==> src/rtl/alu_pkg.sv <==
// Shared constants for the four-unit ALU: data width, unit-select codes and opcodes.
package alu_pkg;

  localparam int WIDTH = 16;

  typedef enum logic [1:0] {
    UNIT_ARITH = 2'b00,
    UNIT_LOGIC = 2'b01,
    UNIT_CMP   = 2'b10,
    UNIT_SHIFT = 2'b11
  } unit_sel_e;

  localparam logic [3:0] OP_ADD   = 4'b0000;
  localparam logic [3:0] OP_SUB   = 4'b0001;
  localparam logic [3:0] OP_MUL   = 4'b0010;
  localparam logic [3:0] OP_DIV   = 4'b0011;
  localparam logic [3:0] OP_AND   = 4'b0100;
  localparam logic [3:0] OP_OR    = 4'b0101;
  localparam logic [3:0] OP_NAND  = 4'b0110;
  localparam logic [3:0] OP_NOR   = 4'b0111;
  localparam logic [3:0] OP_CNOP  = 4'b1000;
  localparam logic [3:0] OP_CEQ   = 4'b1001;
  localparam logic [3:0] OP_CGT   = 4'b1010;
  localparam logic [3:0] OP_CLT   = 4'b1011;
  localparam logic [3:0] OP_SHRA  = 4'b1100;
  localparam logic [3:0] OP_SHLA  = 4'b1101;
  localparam logic [3:0] OP_SHRB  = 4'b1110;
  localparam logic [3:0] OP_SHLB  = 4'b1111;

endpackage

==> src/rtl/alu_arith.sv <==
// Registered arithmetic unit: add, subtract, multiply, divide with carry/borrow flag.
module alu_arith
  import alu_pkg::*;
#(
  parameter int W = WIDTH
) (
  input  logic         clk,
  input  logic         rst_n,
  input  logic         en,
  input  logic [3:0]   fun,
  input  logic [W-1:0] a,
  input  logic [W-1:0] b,
  output logic [W-1:0] result,
  output logic         carry,
  output logic         flag
);

  logic [W-1:0]   result_d, result_q;
  logic           carry_d, carry_q;
  logic           flag_d, flag_q;
  logic [W:0]     sum;
  logic [W:0]     diff;
  logic [2*W-1:0] prod;

  always_comb begin
    sum      = {1'b0, a} + {1'b0, b};
    // Borrow shows up as the MSB of the wrapped (W+1)-bit difference.
    diff     = {1'b0, a} - {1'b0, b};
    prod     = {{W{1'b0}}, a} * {{W{1'b0}}, b};
    result_d = '0;
    carry_d  = 1'b0;
    flag_d   = 1'b0;
    if (en) begin
      flag_d = 1'b1;
      case (fun)
        OP_ADD: {carry_d, result_d} = sum;
        OP_SUB: {carry_d, result_d} = diff;
        OP_MUL: begin
          result_d = prod[W-1:0];
          carry_d  = |prod[2*W-1:W];
        end
        OP_DIV: begin
          // Divide by zero yields zero rather than an undefined quotient.
          if (b != '0) result_d = a / b;
        end
        default: result_d = '0;
      endcase
    end
  end

  always_ff @(posedge clk or negedge rst_n) begin
    if (!rst_n) begin
      result_q <= '0;
      carry_q  <= 1'b0;
      flag_q   <= 1'b0;
    end else begin
      result_q <= result_d;
      carry_q  <= carry_d;
      flag_q   <= flag_d;
    end
  end

  assign result = result_q;
  assign carry  = carry_q;
  assign flag   = flag_q;

endmodule

==> src/rtl/alu_cmp.sv <==
// Registered compare unit: emits a small code for equal / greater / less tests.
module alu_cmp
  import alu_pkg::*;
#(
  parameter int W = WIDTH
) (
  input  logic         clk,
  input  logic         rst_n,
  input  logic         en,
  input  logic [3:0]   fun,
  input  logic [W-1:0] a,
  input  logic [W-1:0] b,
  output logic [3:0]   result,
  output logic         flag
);

  logic [3:0] result_d, result_q;
  logic       flag_d, flag_q;

  always_comb begin
    result_d = 4'd0;
    flag_d   = 1'b0;
    if (en) begin
      // Flag is raised for the no-op code too: the unit is still the selected one.
      flag_d = 1'b1;
      case (fun)
        OP_CNOP: result_d = 4'd0;
        OP_CEQ:  result_d = (a == b) ? 4'd1 : 4'd0;
        OP_CGT:  result_d = (a > b)  ? 4'd2 : 4'd0;
        OP_CLT:  result_d = (a < b)  ? 4'd3 : 4'd0;
        default: result_d = 4'd0;
      endcase
    end
  end

  always_ff @(posedge clk or negedge rst_n) begin
    if (!rst_n) begin
      result_q <= 4'd0;
      flag_q   <= 1'b0;
    end else begin
      result_q <= result_d;
      flag_q   <= flag_d;
    end
  end

  assign result = result_q;
  assign flag   = flag_q;

endmodule

==> src/rtl/alu_decoder.sv <==
// Combinational unit decoder: turns the unit-select field into a one-hot enable.
module alu_decoder
  import alu_pkg::*;
(
  input  logic [1:0] unit_sel,
  output logic [3:0] unit_en
);

  always_comb begin
    unit_en = 4'b0000;
    case (unit_sel_e'(unit_sel))
      UNIT_ARITH: unit_en = 4'b0001;
      UNIT_LOGIC: unit_en = 4'b0010;
      UNIT_CMP:   unit_en = 4'b0100;
      UNIT_SHIFT: unit_en = 4'b1000;
      default:    unit_en = 4'b0000;
    endcase
  end

endmodule

==> src/rtl/alu_logic.sv <==
// Registered bitwise logic unit: and, or, nand, nor.
module alu_logic
  import alu_pkg::*;
#(
  parameter int W = WIDTH
) (
  input  logic         clk,
  input  logic         rst_n,
  input  logic         en,
  input  logic [3:0]   fun,
  input  logic [W-1:0] a,
  input  logic [W-1:0] b,
  output logic [W-1:0] result,
  output logic         flag
);

  logic [W-1:0] result_d, result_q;
  logic         flag_d, flag_q;

  always_comb begin
    result_d = '0;
    flag_d   = 1'b0;
    if (en) begin
      flag_d = 1'b1;
      case (fun)
        OP_AND:  result_d = a & b;
        OP_OR:   result_d = a | b;
        OP_NAND: result_d = ~(a & b);
        OP_NOR:  result_d = ~(a | b);
        default: result_d = '0;
      endcase
    end
  end

  always_ff @(posedge clk or negedge rst_n) begin
    if (!rst_n) begin
      result_q <= '0;
      flag_q   <= 1'b0;
    end else begin
      result_q <= result_d;
      flag_q   <= flag_d;
    end
  end

  assign result = result_q;
  assign flag   = flag_q;

endmodule

==> src/rtl/alu_shift.sv <==
// Registered shift unit: single-bit logical shifts of A or B with zero fill.
module alu_shift
  import alu_pkg::*;
#(
  parameter int W = WIDTH
) (
  input  logic         clk,
  input  logic         rst_n,
  input  logic         en,
  input  logic [3:0]   fun,
  input  logic [W-1:0] a,
  input  logic [W-1:0] b,
  output logic [W-1:0] result,
  output logic         flag
);

  logic [W-1:0] result_d, result_q;
  logic         flag_d, flag_q;

  always_comb begin
    result_d = '0;
    flag_d   = 1'b0;
    if (en) begin
      flag_d = 1'b1;
      case (fun)
        OP_SHRA: result_d = a >> 1;
        OP_SHLA: result_d = a << 1;
        OP_SHRB: result_d = b >> 1;
        OP_SHLB: result_d = b << 1;
        default: result_d = '0;
      endcase
    end
  end

  always_ff @(posedge clk or negedge rst_n) begin
    if (!rst_n) begin
      result_q <= '0;
      flag_q   <= 1'b0;
    end else begin
      result_q <= result_d;
      flag_q   <= flag_d;
    end
  end

  assign result = result_q;
  assign flag   = flag_q;

endmodule

==> src/rtl/alu_top.sv <==
// Four-unit registered ALU. No valid/ready handshake: each unit's Flag marks its result valid one edge after selection.
module alu_top
  import alu_pkg::*;
#(
  parameter int WIDTH = alu_pkg::WIDTH
) (
  input  logic             CLK,
  input  logic             RST_ARITH,
  input  logic             RST_LOGIC,
  input  logic             RST_CMP,
  input  logic             RST_SHIFT,
  input  logic [WIDTH-1:0] A,
  input  logic [WIDTH-1:0] B,
  input  logic [3:0]       ALU_FUN,
  output logic [WIDTH-1:0] Arith_OUT,
  output logic             Carry_OUT,
  output logic             Arith_Flag,
  output logic [WIDTH-1:0] Logic_OUT,
  output logic             Logic_Flag,
  output logic [3:0]       CMP_OUT,
  output logic             CMP_Flag,
  output logic [WIDTH-1:0] SHIFT_OUT,
  output logic             SHIFT_Flag
);

  logic [3:0] unit_en;

  alu_decoder u_dec (
    .unit_sel (ALU_FUN[3:2]),
    .unit_en  (unit_en)
  );

  alu_arith #(.W(WIDTH)) u_arith (
    .clk    (CLK),
    .rst_n  (RST_ARITH),
    .en     (unit_en[0]),
    .fun    (ALU_FUN),
    .a      (A),
    .b      (B),
    .result (Arith_OUT),
    .carry  (Carry_OUT),
    .flag   (Arith_Flag)
  );

  alu_logic #(.W(WIDTH)) u_logic (
    .clk    (CLK),
    .rst_n  (RST_LOGIC),
    .en     (unit_en[1]),
    .fun    (ALU_FUN),
    .a      (A),
    .b      (B),
    .result (Logic_OUT),
    .flag   (Logic_Flag)
  );

  alu_cmp #(.W(WIDTH)) u_cmp (
    .clk    (CLK),
    .rst_n  (RST_CMP),
    .en     (unit_en[2]),
    .fun    (ALU_FUN),
    .a      (A),
    .b      (B),
    .result (CMP_OUT),
    .flag   (CMP_Flag)
  );

  alu_shift #(.W(WIDTH)) u_shift (
    .clk    (CLK),
    .rst_n  (RST_SHIFT),
    .en     (unit_en[3]),
    .fun    (ALU_FUN),
    .a      (A),
    .b      (B),
    .result (SHIFT_OUT),
    .flag   (SHIFT_Flag)
  );

endmodule

==> config.mk <==
export PLATFORM = sky130hd
export DESIGN_NAME = alu_top
export DESIGN_NICKNAME = d
export VERILOG_FILES = /design/src/rtl/alu_pkg.sv /design/src/rtl/alu_arith.sv /design/src/rtl/alu_cmp.sv /design/src/rtl/alu_decoder.sv /design/src/rtl/alu_logic.sv /design/src/rtl/alu_shift.sv /design/src/rtl/alu_top.sv
export SDC_FILE = /design/constraint.sdc
export NUM_CORES = 1
export LEC_CHECK = 0
export ABC_AREA = 1
export CORE_MARGIN = 1
export CORE_UTILIZATION = 35
export DETAILED_ROUTE_END_ITERATION = 10
export GPL_TIMING_DRIVEN = 0
export HOLD_SLACK_MARGIN = 0.1
export PLACE_DENSITY_LB_ADDON = 0.08
export SLEW_MARGIN = 20
export SYNTH_ARGS = -nofsm -noshare
export SYNTH_HDL_FRONTEND = slang
export SYNTH_SLANG_ARGS = --single-unit
==> constraint.sdc <==
create_clock -name CLK -period 0.8 [get_ports CLK]
set_input_delay 0.16 -clock CLK [delete_from_list [all_inputs] [get_ports CLK]]
set_output_delay 0.16 -clock CLK [all_outputs]
set_load 0.03 [all_outputs]
# Word-level counts from Yosys, hierarchy flattened
# Cells that the tools add are included.
# word_totals
reg_bits	57
inputBits	41
wordCells	60
# op_classes
add_sub_neg	2
div_mod_pow	1
n_bitwise	4
n_reduce_logical	4
mul	1
eq_ne	18
n_lt_le_gt_ge	2
muxes	19
# op_table
cell	count
$pmux 16 s4	3
$mux 16	4
$mul 16x16->32	1
$not 16->16	2
$eq 4x4->1 const B	7
$add 16x16->17	1
$sub 16x16->17	1
$and 16x16->16	1
$div 16x16->16	1
$eq 16x16->1	1
$eq 4x3->1 const B	4
$gt 16x16->1	1
$lt 16x16->1	1
$or 16x16->16	1
$pmux 4 s4	1
$reduce_bool 16->1	1
$reduce_or 16->1	1
$pmux 4 s3	1
$eq 4x2->1 const B	2
$mux 1	6
$eq 2x2->1 const B	2
$eq 4x1->1 const B	1
$logic_not 4->1	1
$mux 2	2
4 further kinds	4

# Depth between registers and ports, before layout
# Gate-level depths: netlist of the first run.
# depth
depth_word	4
depth_mapped	226
mapped_depth_nobuf	223

# Modules after synthesis
# From an unflattened synthesis of the first run, not the netlist that was laid out.
# unflattened
cells_unflattened	3248
hier_area_um2	21724.6
# modules_own_cells
module	cells_per_inst	area_each_um2	seq_area_each_um2	instances
alu_arith	2732	18569.1	450.4	1
alu_logic	263	1460.2	425.4	1
alu_shift	154	1043.5	425.4	1
alu_cmp	92	625.6	75.1	1
alu_decoder	7	26.3	0.0	1

# Least setup slack after synthesis of the first run
# OpenSTA, ideal clock, no wires.
# synth_timing
kind	in2reg
from	in B[3]
to	reg u_arith.result_q[0] (netlist: u_arith.result[0])
slack_ns	-22.313
arrival_ns	22.989
path_stages	219
path_buffers	6
path_cell_list	buf_2 -> inv_1 -> nand2_1 -> nor2_1 -> nand2_1 -> nor2_1 -> nand2_1 -> nand2_1 -> nand2_1 -> nand2_1 -> inv_1 -> ha_1 -> nand2_1 -> nor3_1 -> nand3_1 -> nand2_1 -> nand2_1 -> nand2_1 -> (+183 left out) -> a21oi_4 -> inv_4 -> buf_6 -> o21ai_2 -> ha_1 -> a21oi_1 -> nor2_1 -> o21a_1 -> o21a_1 -> o21a_1 -> o211ai_1 -> nand2_1 -> a21oi_1 -> nor2_1 -> a211oi_1 -> o221ai_1 -> nand2_1 -> nand3_1
# synth_via
elab_chain_len	4
elab_cells_between_ends	5
classes_between	1 x div; 3 x mux; 1 x reduce/logical
# synth_lines
item	line	text
start: declaration	alu_top.sv:13	input logic [WIDTH-1:0] B,
$div 16x16->16 or $reduce_bool 16->1 (tied branches)	alu_arith.sv:44	if (b != '0) result_d = a / b;
$mux 16 (*)	alu_arith.sv:44	
$pmux 16 s4 (*)	alu_arith.sv:35	case (fun)
$mux 16 (*)	alu_arith.sv:33	if (en) begin
net u_arith.result_d[0]	alu_arith.sv:18	logic [W-1:0] result_d, result_q;
end signal: assignment	alu_arith.sv:57	result_q <= result_d;
end: declaration	alu_arith.sv:18	
# The timed path passes the listed nets; every way through them passes the cells marked *.

# Worst setup path after layout of the first run
# layout_timing
from	in B[0]
to	reg u_arith.result_q[0] (netlist: u_arith.result[0])
# layout_via
elab_chain_len	4
elab_cells_between_ends	8
classes_between	2 x add/sub; 1 x mul; 1 x div; 3 x mux; 1 x reduce/logical
# layout_lines
item	line
$div 16x16->16 or $reduce_bool 16->1 (tied branches)	alu_arith.sv:44
$mux 16	alu_arith.sv:44
$pmux 16 s4 (*)	alu_arith.sv:35
$mux 16 (*)	alu_arith.sv:33
net u_arith.result_d[0]	alu_arith.sv:18
# Marked as above.

==> results.py, run 1 <==
metrics = {
    "flow_run": {
        "drv.max_cap_violation_count": 0,
    },
    "synthesis": {
        "async_reset_ff_frac": 1.00,
        "synth-seq-cells": 55,
        "yosys_warnings": 0,
        "synthesis.area_um2": 20100,
        "synth.lib_cells_used.distinct": 66,
        "synth_seq_area_share": 0.0684,
        "synth.top_cells.by_area": "fa_1 (20%), ha_1 (18%), nand2_1 (13%)",
        "synth_area_per_cell_um2": 6.96,
        "synth_cells": 2890,
        "netlist.top_cell.by_area": "fa_1",
        "edff_count_synth": 0,
        "dominantRegCellSynth": "dfrtp_1",
        "post-synth-top-area-fraction": 0.195,
    },
    "critical_path": {
        "slowest_delay_ns": 0.34,
        "cpMostUsedCell": "nand2_2",
        "critical_path_peak_fanout": 8,
        "setup_cp_type": "primary input to flop",
        "critical_path.endpoint_type": "flop",
        "worst_setup_path_start_kind": "primary input",
        "worstPathArrival_ns": 23.97,
        "worst_ep_required_time_ns": 0.99,
        "crit_slowest_cell": "ha_1",
    },
    "power": {
        "ir_drop_uv": 3580,
        "power_density_nw_per_um2": 2280,
        "total_leakage_power_nw": 15.2,
    },
    "finish": {
        "final_util": 0.509,
        "share_of_cells_above_drive_strength_1": 0.323,
        "n_fill_cell": 5542,
        "finalNonFillerCells": 4012,
        "final_cell_mix": "inv_1 (581), nand2_1 (560), ha_1 (213)",
        "area.growth.synth_to_final_pct": 43.1,
        "finish.net_count": 3782,
        "leading_cell_type_in_the_layout_fill_and_taps_excluded": "inv_1",
    },
    "placement": {
        "place.port_buffers": 95,
        "place.detailed.instances": 3742,
        "detailedPlacementHpwl_um": 63600,
        "gpl_wtd_cong": 0.913,
    },
    "outcome": {
        "failing_checks": "negative hold slack, negative setup slack",
        "run_status": "finished with violations",
    },
    "sta": {
        "timing.final.setup_violations": 106,
        "fin_ws_ns": -22.98,
        "worstMarginPinSlew_ns": 0.883,
        "worst_slew_margin_rel": 0.412,
        "fin_crit_sh": 29.7,
        "fin_worst_hold_slack_ns": -0.177,
        "fmax_mhz": 42.0,
        "min_period_ns": 23.78,
        "rsz0062_at_grt": "true",
        "slew_viol_final": 0,
        "finalHoldViolations": 35,
        "totalNegativeSetupSlack_ns": -207.17,
    },
    "cts": {
        "cts_inserted_buffers": 5,
        "ctsHtreeMaxLevel": 2,
        "buffer_depth_of_the_longest_clock_path": 2,
        "cts_tree": "yes",
        "cts.sink_count": 55,
        "cts_hold_fix_bufs": 1,
        "cts.root.buffer_cell": "clkbuf_16",
        "clock_slew_at_reported_path_ffs_ns": 0.10,
    },
    "route": {
        "drt_pass1_iterations": 5,
        "detail_route.wirelength_um": 84600,
        "ant_nets": 0,
        "route.vias.total": 20573,
        "post-route-drc-count": 0,
        "drt_iter0_drc": 1564,
        "vias_per_cell": 5.13,
        "wire_per_inst_um": 21.1,
    },
    "grt": {
        "grt_first_pass_wirelength_um": 125000,
        "grt_pass1_vias": 20010,
        "gr-total-overflow": 0,
        "grt_max_degree": 19,
        "combined_global_route_utilization_of_all_metal_layers": 0.283,
        "antenna_violations_before_repair": 3,
    },
    "floorplanning": {
        "die-width_um": 242,
        "num_rows": 87,
        "design.core.area_um2": 56600,
        "dieHeight_um": 242,
        "ios": 98,
        "initial_utilization": 0.355,
        "die_outline_area_um2": 58500,
    },
    "min_path": {
        "holdCritPathClass": "primary input to asynchronous set/reset pin",
    },
}
## final timing paths
check	start	end	slack (ns)	cells past startpoint
min in group CLK	ALU_FUN[2]	u_arith.flag$_DFF_PN0_	0.17	2
max	B[0]	u_arith.result[0]$_DFF_PN0_	-22.98	213
min	RST_ARITH	u_arith.result[6]$_DFF_PN0_	-0.18	1
max in group asynchronous	RST_CMP	u_cmp.result[0]$_DFF_PN0_	0.11	2
## metrics by stage
step | hold slack (ns) | total power, mW | area (um2) | setup WS, ns
after floorplan | -0.136 | 44.1 | 21900 | -21.06
after global placement | 0.348 | 53.4 | 23800 | -27.18
after detailed placement | 0.193 | 54.0 | 23800 | -27.48
after CTS | -0.155 | 62.1 | 26900 | -22.87
after global routing | -0.147 | 71.5 | 28800 | -24.36
final | -0.177 | 65.8 | 28800 | -22.98
## cells in the mapped netlist (all sizes together) (27+ instances only)
cell,n
buf,40
ha,291
o21ai,91
nand3,156
dfrtp,55
nor3,27
xnor2,32
clkbuf,63
a21oi,132
xor2,42
nand2,726
inv,670
o22ai,32
nor2,122
or2,42
fa,196
## worst max-delay path, delay by kind of cell
family / cells / cell delay [ns]
and+or+nand+nor: 134 / 11.65
buffers and inverters: 22 / 1.84
adders and majority gates: 16 / 4.37
AOI/OAI and AO/OA: 41 / 5.82
## final cells by class
class | instances | area, um2 | share of cell area
Timing Repair inverter | 2 | 15.0 | 0.000522
Tap cell | 756 | 946 | 0.0329
Inverter | 672 | 2790 | 0.0969
Antenna cell | 2 | 5.00 | 0.000174
Clock inverter | 1 | 8.76 | 0.000304
Sequential cell | 55 | 1380 | 0.0478
Clock buffer | 6 | 139 | 0.00482
Timing Repair Buffer | 354 | 3550 | 0.123
Buffer | 103 | 1560 | 0.0541
Multi-Input combinational cell | 2061 | 18400 | 0.639
## cells by family after synthesis
family / synth area share
mux: 0.00205
xor+xnor: 0.0322
buf+inv: 0.149
other cells: 0.000186
simple gates: 0.251
compound gates: 0.121
flops: 0.0684
fa+ha+maj: 0.376
## flip-flops by register name, indices dropped and copies added, names as in the netlist
register / flops
u_shift.flag: 1
u_logic.result: 16
u_arith.carry: 1
u_arith.result: 16
u_cmp.result: 2
u_logic.flag: 1
u_shift.result: 16
u_arith.flag: 1
u_cmp.flag: 1
## power breakdown
part           internal [mW]  switching, mW
logic                   25.7           34.3
registers               3.04          0.191
clock network           1.25           1.32
total                   30.0           35.8
## per-layer routing
layer,global-route usage,share of wire,vias to the layer above
met4,0.0754,0.028,0
li1,-,-,9767
met3,0.0236,0.063,104
met1,0.412,0.46,10042
met2,0.446,0.45,660
met5,0,0,-
## repair_timing
| item | CTS | global route |
|---|---|---|
| endpoints found under the setup margin | 127 | 106 |
| endpoints found under the hold margin | 55 | 35 |
| gates cloned | 5 | 3 |
| buffers inserted | 159 | 95 |
| resized for setup | 914 | 256 |
| pin swaps | 106 | 185 |
Note: power is estimated with default switching activity, not from simulation.
==> run 2, diff against run 1 <==
--- a/config.mk
+++ b/config.mk
@@ -6,6 +6,7 @@
 export NUM_CORES = 1
 export LEC_CHECK = 0
 export ABC_AREA = 1
+export CAP_MARGIN = 40
 export CORE_MARGIN = 1
 export CORE_UTILIZATION = 35
 export DETAILED_ROUTE_END_ITERATION = 10
==> run 2 against run 1 <==
Effect of this change:
- the run still ends with negative hold slack, negative setup slack left
- routed wire length fell by 1.0%
- cell area rose by 0.53%
- fmax rose by 1.0%
- combinational power rose by 3%
- clock-buffer cell count did not move
- largest cell class unchanged
==> results.py, run 2 (same netlist as run 1, synthesis figures left out) <==
metrics = {
    "outcome": {
        "run_status": "finished with violations",
        "failing_checks": "negative hold slack, negative setup slack",
    },
    "critical_path": {
        "crit_slowest_cell": "ha_1",
        "cpMostUsedCell": "nand2_2",
        "critical_path.endpoint_type": "flop",
        "setup_cp_type": "primary input to flop",
        "worst_ep_required_time_ns": 0.98,
        "worst_setup_path_start_kind": "primary input",
        "critical_path_peak_fanout": 8,
        "worstPathArrival_ns": 23.73,
        "slowest_delay_ns": 0.31,
    },
    "sta": {
        "min_period_ns": 23.54,
        "finalHoldViolations": 35,
        "worstMarginPinSlew_ns": 0.832,
        "rsz0062_at_grt": "true",
        "fmax_mhz": 42.5,
        "worst_slew_margin_rel": 0.445,
        "fin_crit_sh": 29.4,
        "fin_worst_hold_slack_ns": -0.175,
        "slew_viol_final": 0,
        "timing.final.setup_violations": 106,
        "fin_ws_ns": -22.74,
    },
    "route": {
        "wire_per_inst_um": 20.8,
        "vias_per_cell": 5.11,
        "post-route-drc-count": 0,
        "detail_route.wirelength_um": 83700,
        "route.vias.total": 20558,
        "drt_iter0_drc": 1461,
        "ant_nets": 0,
        "drt_pass1_iterations": 6,
    },
    "power": {
        "power_density_nw_per_um2": 2330,
        "power.net_switching_mw": 36.4,
        "power.switching_fraction": 0.541,
        "cell_internal_pwr_mw": 30.9,
        "power.share.combinational": 0.917,
        "ir_drop_uv": 2950,
        "seq_power_share": 0.048,
        "total_leakage_power_nw": 15.2,
        "clkPwrFrac": 0.035,
    },
    "cts": {
        "cts_inserted_buffers": 5,
        "cts.root.buffer_cell": "clkbuf_16",
        "buffer_depth_of_the_longest_clock_path": 2,
        "cts_tree": "yes",
        "ctsHtreeMaxLevel": 2,
        "cts.sink_count": 55,
        "clock_slew_at_reported_path_ffs_ns": 0.08,
    },
    "grt": {
        "gr-total-overflow": 0,
        "antenna_violations_before_repair": 2,
        "grt_first_pass_wirelength_um": 122000,
        "grt_pass1_vias": 19498,
        "combined_global_route_utilization_of_all_metal_layers": 0.276,
        "grt_max_degree": 19,
    },
    "finish": {
        "area.growth.synth_to_final_pct": 43.8,
        "layout.cell_area.non_filler_um2": 28900,
        "final_cell_mix": "inv_1 (578), nand2_1 (553), ha_1 (210)",
        "n_fill_cell": 5472,
        "sequential_cell_area_um2": 1380,
        "final_util": 0.511,
        "multi_input_comb_area_um2": 18400,
        "share_of_cells_above_drive_strength_1": 0.330,
        "antenna-diode-count": 0,
        "finish.net_count": 3795,
        "leading_cell_type_in_the_layout_fill_and_taps_excluded": "inv_1",
    },
    "floorplanning": {
        "die-width_um": 242,
        "initial_utilization": 0.355,
        "design.core.area_um2": 56600,
        "ios": 98,
        "dieHeight_um": 242,
        "num_rows": 87,
        "die_outline_area_um2": 58500,
    },
    "placement": {
        "dp_slack_ns": -26.90,
        "gpl_wtd_cong": 0.913,
        "place_area_um2": 23800,
        "detailedPlacementHpwl_um": 63800,
        "place.port_buffers": 95,
    },
    "flow_run": {
        "drv.max_cap_violation_count": 0,
    },
    "min_path": {
        "holdCritPathClass": "primary input to asynchronous set/reset pin",
    },
}
-- run 2: layer usage --
layer | vias up | track usage | part of all wire
met5 | - | 0 | 0
met4 | 0 | 0.0568 | 0.025
met3 | 91 | 0.0191 | 0.054
met2 | 630 | 0.440 | 0.45
met1 | 10054 | 0.406 | 0.47
li1 | 9783 | - | -
-- run 2: how the worst max path moves through the flow --
| stage | start | to | slack (ns) | depth (start not counted) |
|---|---|---|---|---|
| global placement | B[0] | u_arith.result[0]$_DFF_PN0_ | -27.18 | 212 |
| floorplan | B[0] | u_arith.result[0]$_DFF_PN0_ | -21.06 | 217 |
| detailed placement | B[0] | u_arith.result[0]$_DFF_PN0_ | -26.90 | 211 |
| global route | B[0] | u_arith.result[0]$_DFF_PN0_ | -24.27 | 218 |
| finish | B[0] | u_arith.result[0]$_DFF_PN0_ | -22.74 | 214 |
| CTS | B[0] | u_arith.result[0]$_DFF_PN0_ | -22.90 | 214 |
-- run 2: per-stage QoR --
step | std cells | total power, mW | TNS, ns
floorplan | 2891 | 44.1 | -175.29
global placement | 3742 | 53.4 | -336.87
detailed placement | 3744 | 54.1 | -299.78
CTS | 3866 | 63.2 | -234.46
global route | 4024 | 73.2 | -217.74
finish | 4024 | 67.3 | -204.76
-- run 2: final cells by class --
cell class | count | share of cell area
timing repair inverter | 1 | 0.000259
clock buffer | 6 | 0.00445
inverter | 672 | 0.0967
multi-input combinational | 2061 | 0.635
buffer | 103 | 0.0535
sequential | 55 | 0.0476
timing repair buffer | 368 | 0.129
clock inverter | 2 | 0.000432
tap | 756 | 0.0327
-- run 2: worst max-delay path: cells and delay by family --
family | cells | cell delay (ns)
adder cells (fa/ha/maj) | 16 | 4.12
AO/OA/AOI/OAI | 41 | 5.84
buffers and inverters | 30 | 2.66
AND/OR/NAND/NOR | 126 | 10.74
XOR/XNOR | 1 | 0.15
-- run 2: power by group through the flow --
stage / sequential [mW] / clock, mW / combinational, mW
after floorplan: 3.74 / 0 / 40.4
final: 3.25 / 2.36 / 61.7
after global placement: 3.24 / 0 / 50.1
after global routing: 3.27 / 2.51 / 67.4
after CTS: 3.20 / 2.42 / 57.6
after detailed placement: 3.24 / 0 / 50.8
-- run 2: what timing repair did --
action / in CTS / in global routing
setup buffers: 112 / 152
cloned: 1 / 7
endpoints found under the setup margin: 127 / 106
gates resized for setup: 446 / 727
pin swaps: 96 / 213
hold buffers: 1 / 1
hold endpoints to repair: 38 / 37
